## src/rtl/fwd_ctrl_pkg.sv

```systemverilog
// Shared pipeline definitions: operand-source select encodings and the stage tag record.
// Latency: none (types, constants and a pure helper function only).
// Backpressure: not applicable.
package fwd_ctrl_pkg;

    // EX operand source: register file, ALU result (y), memory data (md), delayed memory data (md_n)
    typedef enum logic [1:0] {
        FWD_RF  = 2'b00,
        FWD_Y   = 2'b01,
        FWD_MD  = 2'b10,
        FWD_MDN = 2'b11
    } fwd_sel_e;

    // Per-stage record of the instruction occupying that stage
    typedef struct packed {
        logic       valid;
        logic [4:0] rd;
        logic       regwrite;
        logic       memread;
    } tag_t;

    localparam tag_t TAG_BUBBLE = '0;

    // x0 is hardwired, so writing it never produces a forwardable value
    function automatic logic is_producer(input tag_t t);
        return t.valid && t.regwrite && (t.rd != 5'd0);
    endfunction

endpackage

```

## src/rtl/fwd_ctrl_match.sv

```systemverilog
// Forwarding source select for one ID source register against the EX/MEM/WB tags.
// Latency: combinational; the caller registers the result.
// Backpressure: none; the caller masks the result on stall/flush.
//   src     : source register index
//   use_src : instruction actually reads this source
//   ex_tag, mem_tag, wb_tag : current stage tags
//   sel     : nearest-first select for the following cycle
module fwd_match
    import fwd_ctrl_pkg::*;
(
    input  logic [4:0] src,
    input  logic       use_src,
    input  tag_t       ex_tag,
    input  tag_t       mem_tag,
    input  tag_t       wb_tag,
    output fwd_sel_e   sel
);

    always_comb begin
        sel = FWD_RF;
        if (use_src && (src != 5'd0)) begin
            // A load in EX cannot supply y; skip it so the stall retry finds it in MEM as md.
            if (is_producer(ex_tag) && !ex_tag.memread && (ex_tag.rd == src))
                sel = FWD_Y;
            else if (is_producer(mem_tag) && (mem_tag.rd == src))
                sel = FWD_MD;
            else if (is_producer(wb_tag) && (wb_tag.rd == src))
                sel = FWD_MDN;
        end
    end

endmodule

```

## src/rtl/fwd_ctrl.sv

```systemverilog
// Forwarding and load-use hazard control: tag pipeline EX/MEM/WB/WB2, stall, operand selects.
// Latency: afwd/bfwd registered, valid in the EX cycle of the instruction; stall combinational.
// Backpressure: stall holds PC and ID and injects an EX bubble; nothing downstream of EX stalls.
//   clk, rst        : clock, asynchronous active-high reset
//   id_*            : ID-stage instruction fields
//   flush           : squash the ID instruction
//   afwd, bfwd      : registered EX operand selects
//   stall           : load-use stall request
module fwd_ctrl
    import fwd_ctrl_pkg::*;
(
    input  logic       clk,
    input  logic       rst,
    input  logic       id_valid,
    input  logic [4:0] id_rs1,
    input  logic [4:0] id_rs2,
    input  logic       id_use_rs1,
    input  logic       id_use_rs2,
    input  logic [4:0] id_rd,
    input  logic       id_regwrite,
    input  logic       id_memread,
    input  logic       flush,
    output logic [1:0] afwd,
    output logic [1:0] bfwd,
    output logic       stall
);

    tag_t     ex_tag, mem_tag, wb_tag, wb2_tag;
    fwd_sel_e sel_a, sel_b;
    logic     advance;

    fwd_match u_match_a (
        .src     (id_rs1),
        .use_src (id_use_rs1),
        .ex_tag  (ex_tag),
        .mem_tag (mem_tag),
        .wb_tag  (wb_tag),
        .sel     (sel_a)
    );

    fwd_match u_match_b (
        .src     (id_rs2),
        .use_src (id_use_rs2),
        .ex_tag  (ex_tag),
        .mem_tag (mem_tag),
        .wb_tag  (wb_tag),
        .sel     (sel_b)
    );

    // Reset clears ex_tag asynchronously, which drops stall in the same cycle.
    always_comb begin
        stall = id_valid && !flush && is_producer(ex_tag) && ex_tag.memread &&
                ((id_use_rs1 && (id_rs1 == ex_tag.rd)) ||
                 (id_use_rs2 && (id_rs2 == ex_tag.rd)));
    end

    assign advance = id_valid && !stall && !flush;

    always_ff @(posedge clk or posedge rst) begin
        if (rst) begin
            ex_tag  <= TAG_BUBBLE;
            mem_tag <= TAG_BUBBLE;
            wb_tag  <= TAG_BUBBLE;
            wb2_tag <= TAG_BUBBLE;
            afwd    <= FWD_RF;
            bfwd    <= FWD_RF;
        end else begin
            mem_tag <= ex_tag;
            wb_tag  <= mem_tag;
            wb2_tag <= wb_tag;
            if (advance) begin
                ex_tag <= '{valid: 1'b1, rd: id_rd, regwrite: id_regwrite, memread: id_memread};
                afwd   <= sel_a;
                bfwd   <= sel_b;
            end else begin
                ex_tag <= TAG_BUBBLE;
                afwd   <= FWD_RF;
                bfwd   <= FWD_RF;
            end
        end
    end

endmodule

```

## config.mk

```make
export PLATFORM = sky130hd
export DESIGN_NAME = fwd_ctrl
export DESIGN_NICKNAME = d
export VERILOG_FILES = /design/src/rtl/fwd_ctrl_pkg.sv /design/src/rtl/fwd_ctrl_match.sv /design/src/rtl/fwd_ctrl.sv
export SDC_FILE = /design/constraint.sdc
export NUM_CORES = 1
export LEC_CHECK = 0
export ABC_AREA = 1
export BUFFER_PORTS_ARGS = -buffer_cell sky130_fd_sc_hd__buf_2
export CORE_ASPECT_RATIO = 1.2
export CORE_MARGIN = 4
export CORE_UTILIZATION = 50
export DETAILED_ROUTE_END_ITERATION = 12
export MAX_ROUTING_LAYER = met4
export PLACE_DENSITY = 0.75
export SYNTH_ARGS = -nofsm -noshare
export SYNTH_HDL_FRONTEND = slang
export SYNTH_HIERARCHICAL = 1
export SYNTH_SLANG_ARGS = --single-unit
```

## constraint.sdc

```tcl
create_clock -name clk -period 1.5 [get_ports clk]
set_clock_uncertainty 0.1 [all_clocks]
set_input_delay 0.15 -clock clk [delete_from_list [all_inputs] [get_ports clk]]
set_output_delay 0.15 -clock clk [all_outputs]
set_load 0.05 [all_outputs]
```

==> results.toml <==
[global_routing]
grt_pass1_vias = 1673
grt_max_degree = 27
grt_overflow = 0
antenna_found_initial = 0
track_usage_pct = 20.8
grt_pass1_wl_mm = 7.24

[placed_design]
place_inst = 359
dp_hpwl_mm = 3.18
numPortBuffers = 27
placed_area_sq_um = 2000
gp_congestion = 0.863

[cts]
clock_latency_ns = 0.27
cts_buffers = 3
cts.path.max_buffers = 2
cts_tree = "done"
path_clk_slew_ns = 0.09
clock_sinks = 26
htree_levels = 1
root_buffer = "clkbuf_8"

[cells_and_area]
fin_area_sq_um = 2200
finalCoreUtilization_pct = 65.5
multi_input_area_sq_um = 891
insertedDiodeCount = 0
regArea_sq_um = 656
nets = 360
drive_gt1_share_pct = 26.5
syn_to_final_growth_pct = 25.0
num-fill-cells = 300
fin_cells = 373

[run_status]
status = "complete, but fails checks"
violations = "hold timing, setup timing"

[route]
postRouteWirelength_mm = 4.27
drt-initial-drc-count = 119
drc_errors = 0
ant_nets = 0
viasPerCell = 4.80
wire_per_inst_um = 11.5
num_vias = 1792
firstDrtPassIters = 4

[die]
core_sq_um = 3370
die_w_um = 62.2
num_io_pins = 28
rows = 23
dieArea_sq_um = 4550
die_height_um = 73.1
initial_core_util_pct = 52.4

[critical_path]
path_class = "flop to primary output"
crit_chain = "inv_2 -> nand2_1 -> nand2_1 -> nor2_2 -> nand3_1 -> nand2_1 -> nand2_2 -> inv_2 -> buf_8"
cp-end-kind = "primary output"
critPathSlowestCell = "dfrtp_2"
regToRegStartpoint = "ex_tag[4]"
worstPathRequired_ns = 1.25
critPathLaunch = "ex_tag[4]"
path_common_cell = "nand2_1"
slowest_delay_ns = 0.44
startpoint_type = "flop"
crit_family = "simple AND/OR/NAND/NOR gates"
reg2reg_depth = 8
crit_cells = 9
arrival_ns = 1.42
critPathBufInv = 3
r2r_slack_ns = -0.12
r2r-end = "afwd[0]"
cp_max_fo = 6
critPathCapture = "stall"

[pwr]
leakage_nw = 1.27
vdd_ir_drop_max_v = 0.000614
power.total_mw = 1.50
power.density_nw_per_um2 = 681

[yosys]
ys_warn_count = 6
synth_cells = 286
syn_area_sq_um = 1760
syn_nets = 309
synth.avg_cell_area_sq_um = 6.17

[sta]
drv_slew = 0
fin_crit_sh_pct = 111
setup_violations = 5
finalHoldViolations = 1
whs_ns = -0.00195
layout_setup_ws_ns = -0.165
rsz0062_at_grt = "yes"
fmax_ghz = 0.601
slew_headroom_pct = 77.8
tightest_slew_ns = 0.333
setup_tns_ns = -0.395
fin_crit_ns = 1.67

[flow_run]
cap_violations = 0

[worst_hold_path]
hp-class = "primary input to flop"
stage by stage:
| stage | hold WS [ns] | setup slack, ns |
|---|---|---|
| floorplan | 0.0900 | 0.0365 |
| global placement | 0.118 | -0.0123 |
| detailed placement | 0.121 | -0.0267 |
| CTS | 0.00578 | -0.212 |
| global route | 0.00805 | -0.280 |
| finish | -0.00195 | -0.165 |
layout by cell type, fill, tap and decap left out:
master         count
inv_2             17
nor2b_1            2
a21oi_2            2
dlygate4sd3_1      7
dfrtp_2            4
nand4_1            6
buf_8              1
or2_0              1
xor2_1             4
nand2_8            2
buf_2             26
o21ai_0            6
inv_1             50
clkbuf_8           4
nor3_2             1
buf_4             12
nand2_2            4
a21oi_1            2
nand3b_1           2
nor2_2            16
dfrtp_1           22
nand2_1          101
nor2_1            38
nand3_1            6
where the power goes:
group | leakage [nW] | switching, mW | internal (mW)
Combinational | 0.893 | 0.175 | 0.121
Clock | 0.0288 | 0.217 | 0.235
Sequential | 0.344 | 0.0293 | 0.725
Total | 1.27 | 0.421 | 1.08
worst min path at each step:
stage             start   endpoint  slack [ns]  cells after the start
2_1_floorplan       rst    afwd[0]        0.09                      1
3_3_place_gp        rst  ex_tag[7]        0.12                      3
3_5_place_dp        rst  ex_tag[2]        0.12                      3
4_1_cts        id_rd[1]  ex_tag[3]       0.006                      3
5_1_grt        id_rd[1]  ex_tag[3]       0.008                      3
6_report       id_rd[1]  ex_tag[3]      -0.002                      3
area by class of cell:
| class | instances | area share (%) |
|---|---|---|
| well taps | 37 | 2.10 |
| inverters | 67 | 11.4 |
| clock buffers | 4 | 2.50 |
| multi-input cells | 193 | 40.4 |
| flip-flops and latches | 26 | 29.7 |
| repair buffers | 46 | 13.8 |
sequential cells by signal, indices dropped and copies added, names as in the netlist:
register,cells
wb_tag,7
ex_tag,8
bfwd,2
mem_tag,7
afwd,2
timing repair:
action                                  in CTS  in global routing
hold buffers                                 7                  0
buffers inserted                             2                  1
pin swaps                                    4                  6
hold endpoints to repair                    32                  0
cloned                                       0                  1
endpoints found under the setup margin       2                 13
gates resized for setup                      8                 11
tightest hold or removal path, cell delays in order:
cell and delay [ns]:
buf_2 0.10, inv_1 0.06, nor2_2 0.04
per-layer routing:
layer	part of all wire, %	up-vias	track usage (%)
li1	-	929	-
met2	53	47	35.7
met3	4.9	7	3.24
met5	0	-	-
met4	1.9	0	8.67
met1	40	809	24.1
Power figures use the tool's default switching activity.
